`config.mk`:
```
export PLATFORM = sky130hd
export DESIGN_NAME = button_event_decoder_flat
export DESIGN_NICKNAME = d
export VERILOG_FILES = /design/src/rtl/button_event_decoder_if.sv /design/src/rtl/button_event_decoder.sv /design/src/flat_wrapper.sv
export SDC_FILE = /design/constraint.sdc
export NUM_CORES = 1
export LEC_CHECK = 0
export BUFFER_PORTS_ARGS = -buffer_cell sky130_fd_sc_hd__buf_2
export CORE_AREA = 5 5 77 58
export DETAILED_ROUTE_END_ITERATION = 7
export DIE_AREA = 0 0 82 63
export PLACE_DENSITY = 0.65
export RECOVER_POWER = 100
export SLEW_MARGIN = 20
export SYNTH_ARGS = -nofsm -noshare
export SYNTH_HDL_FRONTEND = slang
export SYNTH_SLANG_ARGS = --single-unit
```
`constraint.sdc`:
```
create_clock -name clk -period 4.8 [get_ports clk]
set_clock_uncertainty 0.05 [all_clocks]
set_input_delay 0.72 -clock clk [delete_from_list [all_inputs] [get_ports clk]]
set_output_delay 0.72 -clock clk [all_outputs]
set_load 0.02 [all_outputs]
```
`src/rtl/button_event_decoder_if.sv`:
```
// Button event bundle: debounced level in, single-cycle UI events out.
interface button_event_decoder_if;
  logic level;
  logic press;
  logic release_evt;
  logic click;
  logic long_press;
  logic repeat_evt;
  logic held;

  // Source side: drives the button level and observes the events.
  modport master (
    output level,
    input  press, release_evt, click, long_press, repeat_evt, held
  );

  // Decoder side: consumes the level and produces the events.
  modport slave (
    input  level,
    output press, release_evt, click, long_press, repeat_evt, held
  );
endinterface

```
`src/rtl/button_event_decoder.sv`:
```
// Turns a clean button level into press / release / click / long-press /
// auto-repeat pulses. One hold counter is shared between the long-press
// timeout and the repeat period, because only one is active at a time.
// The release and repeat outputs are named release_evt / repeat_evt since
// "release" and "repeat" are reserved words in SystemVerilog.
module button_event_decoder #(
  parameter int LONG_CYCLES   = 25000000,
  parameter int REPEAT_CYCLES = 5000000,
  parameter int CNT_W         = 25
) (
  input  logic                       clk,
  input  logic                       reset,
  button_event_decoder_if.slave      btn
);

  localparam logic [CNT_W-1:0] LONG_LAST   = CNT_W'(LONG_CYCLES - 1);
  localparam logic [CNT_W-1:0] REPEAT_LAST = CNT_W'(REPEAT_CYCLES - 1);
  localparam logic [CNT_W-1:0] CNT_ONE     = CNT_W'(1);

  // LOCKOUT waits for the button to be seen released, so a button held
  // through reset can never produce a spurious press.
  typedef enum logic [1:0] {
    S_LOCKOUT,
    S_IDLE,
    S_PRESSED,
    S_LONG_HELD
  } state_t;

  state_t           state, state_n;
  logic [CNT_W-1:0] cnt, cnt_n;
  logic             press_n, release_n, click_n, long_n, repeat_n, held_n;

  // State, counter and registered event outputs.
  always_ff @(posedge clk) begin
    if (reset) begin
      state           <= S_LOCKOUT;
      cnt             <= '0;
      btn.press       <= 1'b0;
      btn.release_evt <= 1'b0;
      btn.click       <= 1'b0;
      btn.long_press  <= 1'b0;
      btn.repeat_evt  <= 1'b0;
      btn.held        <= 1'b0;
    end else begin
      state           <= state_n;
      cnt             <= cnt_n;
      btn.press       <= press_n;
      btn.release_evt <= release_n;
      btn.click       <= click_n;
      btn.long_press  <= long_n;
      btn.repeat_evt  <= repeat_n;
      btn.held        <= held_n;
    end
  end

  // Next-state and next-output decode; a release always wins over a
  // threshold that would fire on the same edge.
  always_comb begin
    state_n   = state;
    cnt_n     = cnt;
    press_n   = 1'b0;
    release_n = 1'b0;
    click_n   = 1'b0;
    long_n    = 1'b0;
    repeat_n  = 1'b0;
    held_n    = 1'b0;
    case (state)
      S_LOCKOUT: begin
        if (!btn.level) state_n = S_IDLE;
      end
      S_IDLE: begin
        if (btn.level) begin
          state_n = S_PRESSED;
          cnt_n   = '0;
          press_n = 1'b1;
          held_n  = 1'b1;
        end
      end
      S_PRESSED: begin
        if (!btn.level) begin
          state_n   = S_IDLE;
          release_n = 1'b1;
          click_n   = 1'b1;
        end else if (cnt == LONG_LAST) begin
          state_n = S_LONG_HELD;
          cnt_n   = '0;
          long_n  = 1'b1;
          held_n  = 1'b1;
        end else begin
          cnt_n  = cnt + CNT_ONE;
          held_n = 1'b1;
        end
      end
      S_LONG_HELD: begin
        if (!btn.level) begin
          state_n   = S_IDLE;
          release_n = 1'b1;
        end else if (cnt == REPEAT_LAST) begin
          cnt_n    = '0;
          repeat_n = 1'b1;
          held_n   = 1'b1;
        end else begin
          cnt_n  = cnt + CNT_ONE;
          held_n = 1'b1;
        end
      end
      default: state_n = S_LOCKOUT;
    endcase
  end

endmodule

```
`src/flat_wrapper.sv`:
```
// flat-port wrapper written by rule: the top's interface ports become plain ports
module button_event_decoder_flat 
#(
  parameter int LONG_CYCLES   = 25000000,
  parameter int REPEAT_CYCLES = 5000000,
  parameter int CNT_W         = 25
)
  (clk, reset, btn_level, btn_press, btn_release_evt, btn_click, btn_long_press, btn_repeat_evt, btn_held);
  button_event_decoder_if btn_i ();
  input  logic clk;
  input  logic reset;
  input wire logic [$bits(btn_i.level)-1:0] btn_level;
  output wire logic [$bits(btn_i.press)-1:0] btn_press;
  output wire logic [$bits(btn_i.release_evt)-1:0] btn_release_evt;
  output wire logic [$bits(btn_i.click)-1:0] btn_click;
  output wire logic [$bits(btn_i.long_press)-1:0] btn_long_press;
  output wire logic [$bits(btn_i.repeat_evt)-1:0] btn_repeat_evt;
  output wire logic [$bits(btn_i.held)-1:0] btn_held;
  assign btn_i.level = btn_level;
  assign btn_press = btn_i.press;
  assign btn_release_evt = btn_i.release_evt;
  assign btn_click = btn_i.click;
  assign btn_long_press = btn_i.long_press;
  assign btn_repeat_evt = btn_i.repeat_evt;
  assign btn_held = btn_i.held;
  button_event_decoder #(.LONG_CYCLES(LONG_CYCLES), .REPEAT_CYCLES(REPEAT_CYCLES), .CNT_W(CNT_W)) u_core (.clk(clk), .reset(reset), .btn(btn_i));
endmodule
```
### Word level (Yosys, flattened, before mapping)

Index checks and enable logic that the tools add are counted.

| storage, ports and cells | value |
|---|---|
| register bits | 33 |
| input bits | 3 |
| output and inout bits | 6 |

| operators by class | value |
|---|---|
| add/sub/neg operators | 1 |
| equality and inequality tests | 10 |
| muxes and demuxes | 15 |
| bitwise gates (word level) | 6 |
| reductions and logical operators | 13 |

Operator list:

| operator | count |
|---|---|
| 25-bit two-way mux | 5 |
| 25-bit one-hot mux with 3 select lines | 1 |
| 25-bit by 1-bit adder with 25-bit output (second input constant) | 1 |
| 25-bit by 23-bit equality test with 1-bit output (second input constant) | 1 |
| 25-bit equality test (second input constant) | 1 |
| 2-bit OR reduction | 6 |
| 3-bit OR reduction | 3 |
| 2-bit two-way mux | 4 |
| 2-bit != test (second input constant) | 4 |
| 1-bit NOT | 6 |
| 2-bit one-hot mux with 3 select lines | 1 |
| 2-bit equality test (second input constant) | 2 |
| 1-bit two-way mux | 4 |
| 4-bit AND reduction | 1 |
| 3-bit by 2-bit != test with 1-bit output (second input constant) | 1 |
| 3-bit AND reduction | 1 |
| 3-bit nonzero test | 1 |
| 2-bit by 1-bit equality test with 1-bit output (second input constant) | 1 |
| 2-bit logical NOT | 1 |

### Longest topological paths before layout

Gate-level depths: netlist of run 1.

| logic depth | value |
|---|---|
| word-level depth | 4 |
| depth in mapped cells | 7 |
| mapped depth without buffers | 7 |

### Worst setup path before layout of run 1

OpenSTA, ideal clock, no wires.

| timing | value |
|---|---|
| path kind | register to register |
| start point | register u_core.state[0] |
| end point | register u_core.cnt[24] |
| arrival | 2,274 ps |
| data required time | 4,680 ps |
| slack | 2,406 ps |
| stages on the path, launching flop included | 8 |
| buffers on the path | 0 |
| path through | dfxtp_1 inv_1 ha_1 or3_4 a2111oi_4 nand4_4 or3_1 a21oi_1 |

| between the ends | value |
|---|---|
| word-level cells in the longest chain between the ends | 3 |

Ends and longest elaborated chain:

| what | line | RTL |
|---|---|---|
| start: declaration | button_event_decoder.sv:29 | `state_t state, state_n;` |
| start signal: assignment | button_event_decoder.sv:45 | `state <= state_n;` |
| 2-bit equality test / 2-bit by 1-bit equality test with 1-bit output (equally long branches) | button_event_decoder.sv:67 | `case (state)` |
| 2-bit != test (no source line) / 3-bit nonzero test (equally long branches) | -- |  |
| 4-bit AND reduction (no source line) | -- |  |
| end signal: assignment | button_event_decoder.sv:46 | `cnt <= cnt_n;` |
| end: declaration | button_event_decoder.sv:30 | `logic [CNT_W-1:0] cnt, cnt_n;` |

Several ways; a longest one is shown, not always the timed one.
A chain may end at the register's enable or synchronous reset.

### Final worst setup path of run 1

| timing | value |
|---|---|
| start point | register u_core.state[0] |
| end point | register u_core.cnt[19] |

The elaborated chain is that of the path after synthesis.

==> metrics.md, run 1 <==
| Metric | Value |
|---|---|
| Net count of the mapped netlist | `178` |
| Reg2Reg Depth | `6` |
| Worst Path Class, Setup | `reg2reg` |
| Finish-stage setup viols | `0` |
| Library cell with the highest instance count after synthesis | `sky130_fd_sc_hd__dfxtp_1` |
| Cell area after synthesis | `0.00157 mm2` |
| Setup TNS Final | `0 ns` |
| Hold worst-path end | `u_core.cnt[18]` |
| Max Slew Vio Count | `0` |
| Initial antenna violation count | `0` |
| Number of CTS-inserted buffers | `5` |
| Area growth from synthesis to layout | `10.6%` |
| Tightest Pin Transition | `1.01 ns` |
| Number of placed instances with taps included | `227` |
| Crit path launch type | `flop` |
| Number of rows in the core area | `19` |
| Number of flops mapped to enable cells by yosys | `0` |
| Top post-synthesis cells by area | `sky130_fd_sc_hd__dfxtp_1, sky130_fd_sc_hd__xor2_1, sky130_fd_sc_hd__nor2_1, sky130_fd_sc_hd__ha_1, sky130_fd_sc_hd__nand4_1` |
| Number of search-and-repair iterations in the first detailed-routing pass | `4` |
| Cells along the critical path | `inv_1 > ha_1 > or3_1 > a21oi_1 > a31o_1 > nor2_1` |
| Final Worst Setup Slack | `1.93 ns` |
| Total of warnings raised by yosys | `0` |
| Run status | `finished clean` |
| Number of buffers added to fix hold violations after cts | `0` |
| Clock Latency Late Sink | `0.29 ns` |
| Antenna diode count | `0` |
| Longest individual stage delay on the worst path | `0.80 ns` |
| H-Tree Depth | `2` |
| Number of remaining DRC errors | `0` |
| Antenna-violating nets left | `0` |
| Unrepaired setup endpoints after global routing | `no` |
| Clk sinks | `33` |
| Netlist cell types | `34` |
| Buffer count from post-CTS setup fixing | `0` |
| Worst hold path class | `reg2reg` |
| Average routed wire per standard cell | `13.4 um` |
| Source of the worst hold timing path | `u_core.cnt[18]` |
| Setup crit end kind | `flop` |
| Post-synthesis cell count | `170` |
| CTS Root Buffer Type | `sky130_fd_sc_hd__clkbuf_8` |
| Total power density per cell area | `415 mW/mm2` |
| Initial standard-cell utilization of the core | `42.3%` |
| Total congestion overflow after global routing | `0` |
| Post-synth ARST share | `0%` |
| Die span in y | `63 um` |
| Max IR drop VDD | `0.251 mV` |
| Achievable clock frequency | `349 MHz` |
| Count of vias placed by the detailed router | `1252` |
| CTS tree | `yes` |
| I/O Pins | `9` |
| Setup slack of the most critical reg-to-reg path | `1.93 ns` |
| Wire length of the first global-routing pass | `5420 um` |
| Post-cts resize count | `0` |
| Area of the core region | `0.00371 mm2` |
| Die X-Extent | `82 um` |
| Share of the clock period used by the worst path after layout | `59.7%` |
| Highest-delay cell along the critical path | `sky130_fd_sc_hd__a31o_1` |
| Worst hold slack | `0.471 ns` |
| List of most frequent post-synthesis cells | `sky130_fd_sc_hd__dfxtp_1, sky130_fd_sc_hd__nor2_1, sky130_fd_sc_hd__xor2_1` |
| Count of placed standard cells in the final layout, fillers left out | `235` |
| Final critical delay including setup and external delays | `2.87 ns` |
| Routed vias/inst | `5.33` |
| Static leakage | `0.598 nW` |
| Arrival time of data at the critical path endpoint | `2.95 ns` |
| Total track usage | `13.8%` |
| Number of flip-flops and latches in the synthesized netlist | `33` |
| Fraction of the yosys area taken by sequential cells | `42.1%` |
| End of the worst register-to-register path | `u_core.cnt[19]` |
| Number of max-capacitance violations reported | `0` |
| Data required time at the worst endpoint | `4.89 ns` |
| Post-CTS clock slew at the launch and capture registers of the worst setup and hold paths | `0.06 ns` |
| Mean post-synth cell area | `9.22 um2` |
| Drt first-iter violations | `106` |
| Most used flip-flop cell after synthesis | `sky130_fd_sc_hd__dfxtp_1` |
| Max FO, Critical Path | `25` |
| Area enclosed by the die boundary | `0.00517 mm2` |
| Max-slew headroom at the worst pin | `32.4%` |
| Worst hold stages | `2` |
| Nets | `190` |
| Number of global-route vias before repair | `1255` |
| Weighted congestion reported at the end of routability-driven placement | `0.808` |
| Count of port buffers added during placement | `8` |
| Cell taking the most area after synthesis | `sky130_fd_sc_hd__dfxtp_1` |
| R2R Path Start | `u_core.state[0]` |
| Fill count | `370` |
| Estimated wirelength of the detail-placed design | `2310 um` |
| Proportion of layout cells with a drive suffix above 1 | `7.65%` |
| Final design utilization | `46.8%` |
| Largest net degree at the start of global routing | `26` |
| Final WL | `3150 um` |
| Final Hold Viols | `0` |
| Maximum clock insertion buffer count | `2` |
| Synth top area share | `42.1%` |
| Worst slack at placement | `2.07 ns` |
## flip-flops by register name, indices dropped and copies added, names as in the netlist
register and cells:
u_core.btn.release_evt 1, u_core.btn.click 1, u_core.state 2, u_core.btn.press 1, u_core.btn.held 1, u_core.cnt 25
u_core.btn.long_press 1, u_core.btn.repeat_evt 1
## power breakdown
group / internal [mW] / switching, mW
Clock: 0.129 / 0.0956
Combinational: 0.0613 / 0.127
Sequential: 0.291 / 0.0156
## critical path: cells and delay by family (launching register included)
kind | cells | cell delay [ns]
AOI/OAI and AO/OA | 2 | 1.32
adders and majority gates | 1 | 0.27
buffers and inverters | 1 | 0.09
and+or+nand+nor | 2 | 0.60
DFF | 1 | 0.38
## through the flow
step / power (mW) / instance area [um2]
2_1_floorplan: 0.483 / 1570
3_3_place_gp: 0.500 / 1650
3_5_place_dp: 0.511 / 1650
4_1_cts: 0.739 / 1750
5_1_grt: 0.764 / 1730
6_report: 0.720 / 1730
## how the worst max path moves through the flow
stage	slack, ns	endpoint	startpoint
3_5_place_dp	2.07	u_core.cnt[23]	u_core.state[0]
2_1_floorplan	2.41	u_core.cnt[24]	u_core.state[0]
5_1_grt	1.69	u_core.cnt[14]	u_core.state[0]
6_report	1.93	u_core.cnt[19]	u_core.state[0]
3_3_place_gp	2.15	u_core.cnt[21]	u_core.state[0]
4_1_cts	2.05	u_core.cnt[19]	u_core.state[0]
## final cells by class
type | instances | area, um2 | share of cell area, %
clock buffer | 7 | 96.3 | 5.56
clock inverter | 1 | 5.00 | 0.289
inverter | 4 | 15.0 | 0.866
multi-input combinational | 130 | 860 | 49.6
sequential | 33 | 661 | 38.1
tap | 52 | 65.1 | 3.75
timing repair buffer | 8 | 32.5 | 1.88
## logic make-up (layout without fill, tap and decap cells)
| kind of cell | count (synthesis) | after routing | synth area share, % |
|---|---|---|---|
| XOR/XNOR | 19 | 19 | 10.6 |
| multiplexers | 1 | 1 | 0.638 |
| adder cells (fa/ha/maj) | 5 | 5 | 3.99 |
| buffers and inverters | 7 | 20 | 2.63 |
| AO/OA/AOI/OAI | 18 | 18 | 9.02 |
| AND/OR/NAND/NOR | 87 | 87 | 31.0 |
| flip-flops | 33 | 33 | 42.1 |
## placed cells by master, fill, tap and decap left out, types with 3 or more instances in the layout
master,netlist,routed
sky130_fd_sc_hd__o21ai_0,4,4
sky130_fd_sc_hd__nor3_1,4,4
sky130_fd_sc_hd__and3_1,5,5
sky130_fd_sc_hd__nand4_1,10,10
sky130_fd_sc_hd__xor2_1,17,17
sky130_fd_sc_hd__nand2_1,11,11
sky130_fd_sc_hd__nand3_1,9,9
sky130_fd_sc_hd__and4_1,6,6
sky130_fd_sc_hd__a21oi_1,6,6
sky130_fd_sc_hd__dfxtp_1,33,33
sky130_fd_sc_hd__clkbuf_8,0,7
sky130_fd_sc_hd__ha_1,5,5
sky130_fd_sc_hd__inv_1,4,4
sky130_fd_sc_hd__clkbuf_1,1,6
sky130_fd_sc_hd__nor4_1,3,3
sky130_fd_sc_hd__nor2_1,24,24
sky130_fd_sc_hd__or3_1,4,5
## metal layers
metal | global-route usage [%] | share of wire [%] | up-vias
li1 | - | - | 639
met3 | 4.03 | 5.6 | 7
met5 | 0 | 0 | -
met2 | 19.8 | 43 | 26
met4 | 8.30 | 2.5 | 0
met1 | 17.9 | 48 | 580
Note: power is estimated with default switching activity, not from simulation.
==> run 2, diff against run 1 <==
PLACE_DENSITY = 0.68   (was 0.65)
clock period = 2.5 ns   (was 4.8 ns; I/O delays follow)
==> metrics.md, run 2 (same netlist as run 1, synthesis figures left out) <==
| Metric | Value |
|---|---|
| Finish-stage setup viols | `0 (unchanged)` |
| Largest registers ranked by flip-flop count | `u_core.cnt: 25 flops, u_core.state: 2 flops (unchanged)` |
| Number of max-capacitance violations reported | `0 (unchanged)` |
| Unrepaired setup endpoints after global routing | `no (unchanged)` |
| Buffer count from post-CTS setup fixing | `0 (unchanged)` |
| Clock Latency Late Sink | `0.28 ns (was 0.29 ns)` |
| Die X-Extent | `82 um (unchanged)` |
| Run status | `finished clean (unchanged)` |
| Antenna diode count | `0 (unchanged)` |
| Layer with the highest usage after global routing | `met1 (was met2)` |
| Final Hold Viols | `0 (unchanged)` |
| Max Slew Vio Count | `0 (unchanged)` |
| I/O Pins | `9 (unchanged)` |
| Met2 track demand over resource | `18.5% (was 19.8%)` |
| CTS Root Buffer Type | `sky130_fd_sc_hd__clkbuf_8 (unchanged)` |
| Achievable clock frequency | `422 MHz (was 349 MHz)` |
| Number of buffers added to fix hold violations after cts | `0 (unchanged)` |
| Nets | `197 (was 190)` |
| Proportion of layout cells with a drive suffix above 1 | `10.6% (was 7.65%)` |
| Initial standard-cell utilization of the core | `42.3% (unchanged)` |
| Setup TNS Final | `0 ns (unchanged)` |
| Number of CTS-inserted buffers | `5 (unchanged)` |
| Most common cell after layout, fill and taps aside | `sky130_fd_sc_hd__dfxtp_1 (unchanged)` |
| Area enclosed by the die boundary | `0.00517 mm2 (unchanged)` |
| Post-cts resize count | `0 (unchanged)` |
| Final Total Pwr | `1.43 mW (was 0.720 mW)` |
| Final Cell Area | `0.00179 mm2 (was 0.00173 mm2)` |
| Weighted congestion reported at the end of routability-driven placement | `0.822 (was 0.808)` |
| Reg2Reg Depth | `7 (was 6)` |
| Antenna-violating nets left | `0 (unchanged)` |
| Number of search-and-repair iterations in the first detailed-routing pass | `4 (unchanged)` |
| Arrival time of data at the critical path endpoint | `2.53 ns (was 2.95 ns)` |
| Estimated wirelength of the detail-placed design | `2290 um (was 2310 um)` |
| Fill count | `386 (was 370)` |
| Data required time at the worst endpoint | `2.66 ns (was 4.89 ns)` |
| Crit path launch type | `flop (unchanged)` |
| Number of rows in the core area | `19 (unchanged)` |
| Area of the core region | `0.00371 mm2 (unchanged)` |
| Count of vias placed by the detailed router | `1287 (was 1252)` |
| Worst slack at placement | `0.0896 ns (was 2.07 ns)` |
| Wire length of the first global-routing pass | `5730 um (was 5420 um)` |
| Maximum clock insertion buffer count | `2 (unchanged)` |
| Clk sinks | `33 (unchanged)` |
| Final Worst Setup Slack | `0.129 ns (was 1.93 ns)` |
| Final design utilization | `48.2% (was 46.8%)` |
| Average routed wire per standard cell | `13.4 um (about the same)` |
| Total track usage | `14.4% (was 13.8%)` |
| Count of port buffers added during placement | `8 (unchanged)` |
| Routed vias/inst | `5.34 (was 5.33)` |
| Worst hold path class | `in2reg (was reg2reg)` |
| Final critical delay including setup and external delays | `2.37 ns (was 2.87 ns)` |
| Post-CTS clock slew at the launch and capture registers of the worst setup and hold paths | `0.06 ns (about the same)` |
| Placed cell areas | `0.00170 mm2 (was 0.00165 mm2)` |
| Share of the clock period used by the worst path after layout | `94.8% (was 59.7%)` |
| Worst hold stages | `2 (unchanged)` |
| Total power density per cell area | `802 mW/mm2 (was 415 mW/mm2)` |
| Setup crit end kind | `flop (unchanged)` |
| Commonest cells after routing, fill and taps aside | `sky130_fd_sc_hd__dfxtp_1, sky130_fd_sc_hd__nor2_1, sky130_fd_sc_hd__xor2_1, sky130_fd_sc_hd__nand2_1, sky130_fd_sc_hd__nand4_1 (unchanged)` |
| Final WL | `3240 um (was 3150 um)` |
| Register containing the most flip-flops in the final layout | `u_core.cnt (unchanged)` |
| Static leakage | `0.626 nW (was 0.598 nW)` |
| Max reg flops | `25 (unchanged)` |
| Initial antenna violation count | `0 (unchanged)` |
| Met3 capacity usage during global routing | `4.76% (was 4.03%)` |
| Total congestion overflow after global routing | `0 (unchanged)` |
| CTS tree | `yes (unchanged)` |
| Number of remaining DRC errors | `0 (unchanged)` |
| Max-slew headroom at the worst pin | `69.0% (was 32.4%)` |
| Worst Path Class, Setup | `reg2reg (unchanged)` |
| Max FO, Critical Path | `8 (was 25)` |
| GR Util met1 | `21.7% (was 17.9%)` |
| Die span in y | `63 um (unchanged)` |
| Drt first-iter violations | `81 (was 106)` |
| Number of global-route vias before repair | `1217 (was 1255)` |
| Largest net degree at the start of global routing | `26 (unchanged)` |
| Max IR drop VDD | `0.288 mV (was 0.251 mV)` |
| Area growth from synthesis to layout | `14.0% (was 10.6%)` |
| Tightest Pin Transition | `0.465 ns (was 1.01 ns)` |
| H-Tree Depth | `2 (unchanged)` |
[run 2: changes by cell type in the layout (fill, tap and decap cells not counted), sizes merged]
cell / before / now
buf: 2 / 8
clkbuf: 13 / 14
clkinv: 1 / 0
[run 2: metrics by stage]
step | std cells | hold slack [ns]
finish | 241 | 0.266
global route | 241 | 0.266
CTS | 240 | 0.257
detailed placement | 233 | 0.449
global placement | 233 | 0.444
floorplan | 170 | 0.396
[run 2: routing by layer]
metal / share of wire (%) / wire (um)
met1: 54 / 1760
met2: 40 / 1290
met3: 4.7 / 153
met4: 1.1 / 35
met5: 0 / 0
[run 2: path summary, 6_finish.rpt]
path | end | start | slack [ns]
min reg2reg | u_core.cnt[24] | u_core.cnt[24] | 0.46
min | u_core.btn.release_evt | btn_level | 0.27
max | u_core.cnt[24] | u_core.state[0] | 0.13
max reg2reg | u_core.cnt[24] | u_core.state[0] | 0.13
[run 2: final cells by class]
cell class | count | area (um2) | share of cell area, %
sequential | 33 | 661 | 37.0
multi-input combinational | 130 | 866 | 48.5
timing repair buffer | 15 | 93.8 | 5.25
inverter | 4 | 15.0 | 0.840
tap | 52 | 65.1 | 3.64
clock buffer | 7 | 86.3 | 4.83
[run 2: critical path: stages, from the launching register on]
cell                        delay, ns
sky130_fd_sc_hd__dfxtp_1         0.38
sky130_fd_sc_hd__inv_1           0.10
sky130_fd_sc_hd__ha_1            0.22
sky130_fd_sc_hd__or3_4           0.42
sky130_fd_sc_hd__a2111oi_4       0.42
sky130_fd_sc_hd__nand4_4         0.19
sky130_fd_sc_hd__or3_1           0.37
sky130_fd_sc_hd__a21oi_1         0.14
[run 2: where the power goes]
group	leakage, nW	internal, mW	switching (mW)
clock	0.0443	0.218	0.186
sequential	0.267	0.559	0.0275
combinational	0.315	0.181	0.260
total	0.626	0.959	0.474
